File: config.mk
export PLATFORM = sky130hd
export DESIGN_NAME = kernel_mem
export DESIGN_NICKNAME = d
export VERILOG_FILES = /design/src/rtl/kernel_mem_pkg.sv /design/src/rtl/kernel_load_counter.sv /design/src/rtl/kernel_mem.sv
export SDC_FILE = /design/constraint.sdc
export NUM_CORES = 1
export LEC_CHECK = 0
export BUFFER_PORTS_ARGS = -buffer_cell sky130_fd_sc_hd__buf_4
export CAP_MARGIN = 40
export CORE_ASPECT_RATIO = 0.7
export CORE_MARGIN = 5
export CORE_UTILIZATION = 55
export CTS_BUF_LIST = sky130_fd_sc_hd__clkbuf_16
export DETAILED_ROUTE_END_ITERATION = 10
export MAX_ROUTING_LAYER = met4
export PLACE_DENSITY = 0.84
export SKIP_CTS_REPAIR_TIMING = 1
export SYNTH_ARGS = -nofsm -noshare
export SYNTH_HDL_FRONTEND = slang
export SYNTH_SLANG_ARGS = --single-unit
File: constraint.sdc
create_clock -name clk -period 2.4 [get_ports clk]
set_input_delay 0.24 -clock clk [delete_from_list [all_inputs] [get_ports clk]]
set_output_delay 0.24 -clock clk [all_outputs]
set_load 0.01 [all_outputs]
File: src/rtl/kernel_mem_pkg.sv
// Shared definitions for the kernel storage block and the convolution datapath
// that reads the kernel it holds.
package kernel_mem_pkg;

    // Default coefficient width and kernel edge length
    localparam int DEFAULT_BITS        = 9;
    localparam int DEFAULT_KERNEL_SIZE = 3;
    localparam int NUM_TAPS            = DEFAULT_KERNEL_SIZE * DEFAULT_KERNEL_SIZE;

    // Width of a counter that must be able to hold the value num_taps itself
    function automatic int count_w(input int num_taps);
        return $clog2(num_taps + 1);
    endfunction

    // One kernel coefficient as seen by the convolution datapath
    typedef logic [DEFAULT_BITS-1:0] coef_t;

endpackage

File: src/rtl/kernel_load_counter.sv
// Saturating write counter: counts accepted coefficients up to NUM_TAPS and
// then holds, so a kernel that keeps being rewritten stays "full".
module kernel_load_counter #(
    parameter int NUM_TAPS = 9,
    parameter int COUNT_W  = 4
) (
    input  logic               clk,
    input  logic               reset,
    input  logic               inc,
    output logic [COUNT_W-1:0] count,
    output logic               full
);

    localparam logic [COUNT_W-1:0] MAX_COUNT = COUNT_W'(NUM_TAPS);

    assign full = (count == MAX_COUNT);

    // Count accepted writes; stop at NUM_TAPS so the value never wraps
    always_ff @(posedge clk) begin
        if (reset) begin
            count <= '0;
        end else if (inc && !full) begin
            count <= count + 1'b1;
        end
    end

endmodule

File: src/rtl/kernel_mem.sv
// Serial-load kernel register file. Coefficients are shifted in at tap 0 and
// move toward tap NUM_TAPS-1; the flat out bus feeds the convolution datapath.
// Optional macro KERNEL_MEM_DONE_PULSE_EN adds a one-cycle done pulse on the
// cycle ready first rises after reset.
module kernel_mem
    import kernel_mem_pkg::*;
#(
    parameter  int BITS        = DEFAULT_BITS,
    parameter  int KERNEL_SIZE = DEFAULT_KERNEL_SIZE,
    localparam int TAPS        = KERNEL_SIZE * KERNEL_SIZE
) (
    input  logic                 clk,
    input  logic                 reset,
    input  logic                 write_en,
    input  logic [BITS-1:0]      kernel_in,
    output logic                 ready,
`ifdef KERNEL_MEM_DONE_PULSE_EN
    output logic                 done,
`endif
    output logic [TAPS*BITS-1:0] out
);

    localparam int                 COUNT_W    = count_w(TAPS);
    localparam logic [COUNT_W-1:0] LAST_COUNT = COUNT_W'(TAPS - 1);

    logic [COUNT_W-1:0] count;
    logic               full;
    logic               load_last;

    kernel_load_counter #(
        .NUM_TAPS (TAPS),
        .COUNT_W  (COUNT_W)
    ) u_counter (
        .clk   (clk),
        .reset (reset),
        .inc   (write_en),
        .count (count),
        .full  (full)
    );

    // This write completes the first full kernel since reset
    assign load_last = write_en && !full && (count == LAST_COUNT);

    // Tap shift register: newest coefficient enters at the LSB end, oldest drops off the top
    always_ff @(posedge clk) begin
        if (reset) begin
            out <= '0;
        end else if (write_en) begin
            out <= {out[TAPS*BITS-BITS-1:0], kernel_in};
        end
    end

    // ready rises with the last coefficient of a load and is held until reset
    always_ff @(posedge clk) begin
        if (reset) begin
            ready <= 1'b0;
        end else if (load_last) begin
            ready <= 1'b1;
        end
    end

`ifdef KERNEL_MEM_DONE_PULSE_EN
    // done marks only the edge where ready goes 0->1; later writes cannot retrigger it
    always_ff @(posedge clk) begin
        if (reset) begin
            done <= 1'b0;
        end else begin
            done <= load_last;
        end
    end
`endif

endmodule

==> summary.txt <==
Run status
  – Status: finished clean

Final layout
  – Area Growth Syn to Fin: 29.0%
  – FF+latch area: around 1700 um^2
  – Top library cells by usage in the layout, fill and taps aside: buf_4 (96), nor2_1 (86), dfxtp_1 (86)
  – Final antenna diode count: 0
  – Final-stage net count: 394
  – Fin util: 72.8%
  – Multi-input logic area: 1260 um^2
  – Most common cell after layout, fill and taps aside: buf_4
  – FILL cells: 418
  – Ratio of cells with drive above 1 in the final layout: 30.0%
  – Final instance area: 4150 um^2

Hold path
  – Class of the most critical hold timing path: input port to flop
  – Hold Path Cell Cnt: 3

Timing
  – Final worst path period share: 55.7%
  – Post-layout min period: 1.34 ns
  – Worst rel slew slack: slightly above 60%
  – Number of hold-slack violations in the final timing report: 0
  – Setup Viol. Count Final: 0
  – RSZ-0062 raised after global routing: false
  – Fin Clk Skew: 0.00516 ns
  – Transition time at the pin with the least slew margin: 0.564 ns
  – Maximum operating frequency: 748 MHz
  – Final Max Tran Viols: 0
  – Final-layout setup total negative slack: 0 ns
  – Worst hold margin: 0.151 ns

Power and ir drop
  – Leak: 2.03 nW
  – Power Density: between 700 and 800 nW/um^2
  – Peak supply drop: 0.000598 V

Logic synthesis
  – Ys flop type: dfxtp_1
  – Number of standard cells after synthesis: 291
  – Count of yosys warnings during synthesis: 0
  – Library cell occupying the most area in the post-synthesis netlist: dfxtp_1
  – Synthesized area per cell: 11.1 um^2
  – Top area cells in the synthesized netlist: dfxtp_1 (54%), mux2i_1 (26%), nor2_1 (10%)
  – Async set-or-reset flop fraction in the synthesized netlist: 0%
  – Count of unique library cells instantiated by Yosys: 19
  – EDFF count, synth: 0
  – Number of register bits inferred by synthesis: 86
  – Syn nets: between 300 and 400
  – Netlist area before placement: 3220 um^2
  – Post-synthesis sequential area ratio: 53.5%
  – Proportion of netlist area held by the largest area contributor: approximately 54%

Die
  – Initial core utilization: 56.5%
  – Number of core rows: 23
  – Total core area: ~5700 um^2
  – Horizontal die dimension: 101 um
  – Die area: 7500 um^2
  – I/O pin count: between 90 and 100
  – Vertical extent of the die: between 70 and 80 um

Setup path
  – Worst Reg-to-Reg Cells: 4
  – Crit-path slowest cell: dfxtp_1
  – Buffers & Inverters on Critical Path: 1
  – Element type at the critical path start: flop
  – CP Capture Type: flop
  – Critical setup path kind: flop to flop
  – Required time reported for the critical path endpoint: 2.61 ns
  – Critical path fanouts, max: 4
  – CP arrival: 1.55 ns
  – WP depth: 4
  – Worst path cell trace: inv_1, ha_1, a21boi_2, mux2_2
  – Crit path max-delay family: flip-flops
  – Worst stage delay on the critical path: 0.38 ns

Clocking
  – Maximum buffer depth of the clock tree: 2
  – Number of clock sinks: 86
  – CTS tree: done
  – Number of buffers inserted during clock tree synthesis: 9
  – CTS H-Tree Depth: 3
  – Clock transition at the registers of the reported paths: 0.06 ns
  – Later-pin clock latency in the skew report: 0.32 ns
  – Root buffer selected by CTS: clkbuf_16

Flow run
  – Max-capacitance violation count: 0

Drt
  – TritonRoute pass-1 iters: 4
  – DRC marker count from the first detailed-route iteration: 89
  – Number of vias per cell: 4.99
  – Drc violations: 0
  – DRT Wirelength: 6760 um
  – Number of vias after detailed routing: between 2000 and 2500
  – Detail Route Antenna Nets: 0
  – Routed length per instance: 14.8 um

Global route
  – Met2 Resource Use GR: 32.2%
  – Met3 capacity usage during global routing: 6.28%
  – Maximum number of pins on one net before global-route repair: 58
  – Antenna violations before repair: 0
  – Wire length of the first global-routing pass: 10900 um
  – Met1 capacity usage during global routing: between 20% and 30%
  – Gr busiest metal: met2
  – Aggregate global-route resource usage: 19.1%
  – Overflow after GRT: 0
  – Number of global-route vias before repair: 2243

Placed design
  – Buffers on Ports: 93
  – DP Area: 3840 um^2
  – Final RePlAce weighted congestion: 0.699
  – DP Wirelength: between 4000 and 5000 um
## state kept, by name (all words and copies together) (netlist names)
name             count
ready                1
u_counter.count      4
out                 81
## area by class of cell
cell class / instances / area share, %
Inverter: 4 / 0.362
Multi-Input combinational cell: 181 / 30.5
Sequential cell: 86 / 41.5
Tap cell: 75 / 2.26
Clock buffer: 9 / 5.43
Timing Repair Buffer: 97 / 17.8
Clock inverter: 6 / 2.14
## through the flow
| step | setup WS (ns) | total power, mW | instances |
|---|---|---|---|
| 6_report | 1.06 | 3.07 | 458 |
| 5_1_grt | 0.959 | 3.18 | 458 |
| 4_1_cts | 1.06 | 3.10 | 458 |
| 3_5_place_dp | 1.04 | 1.68 | 443 |
| 3_3_place_gp | 1.07 | 1.68 | 443 |
| 2_1_floorplan | 1.17 | 1.64 | 291 |
## cells by family (layout without fill, tap and decap cells)
| family | Yosys count | after routing | share of synthesized area, % |
|---|---|---|---|
| multiplexers | 83 | 83 | 25.9 |
| AO/OA/AOI/OAI | 4 | 4 | 1.13 |
| AND/OR/NAND/NOR | 90 | 90 | 10.9 |
| XOR/XNOR | 1 | 1 | 0.272 |
| flip-flops | 86 | 86 | 53.5 |
| adder cells (fa/ha/maj) | 3 | 3 | 1.17 |
| buffers and inverters | 24 | 116 | 7.16 |
## path summary, 6_finish.rpt
path                                         start  slack, ns            endpoint
worst max-delay path            u_counter.count[1]       1.06  u_counter.count[0]
worst max register to register  u_counter.count[1]       1.06  u_counter.count[0]
worst min register to register             out[76]       0.50             out[76]
worst min-delay path                  kernel_in[8]       0.15              out[8]
## power by group
group          switching [mW]  total (mW)  internal [mW]  leakage, nW
Combinational          0.0946       0.180         0.0853         1.19
Clock                   0.521        1.43          0.904        0.153
Sequential             0.0193        1.47           1.45        0.696
Total                   0.635        3.07           2.44         2.03
## synthesized netlist by cell type (2+ instances only)
cell,instances
buf_12,7
buf_2,9
buf_4,2
dfxtp_1,86
ha_1,3
inv_1,4
mux2i_1,82
nand2b_1,2
nor2_1,86
## tightest hold or removal path, stage by stage
cell	delay, ns
buf_4	0.08
mux2i_1	0.05
nor2_1	0.07
## metal layers
metal  vias to the layer above  part of all wire, %
li1                       1138                    -
met1                      1077                   44
met2                        63                   49
met3                         6                  6.2
met4                         0                 0.74
met5                         -                    0
Note: power is estimated with default switching activity, not from simulation.
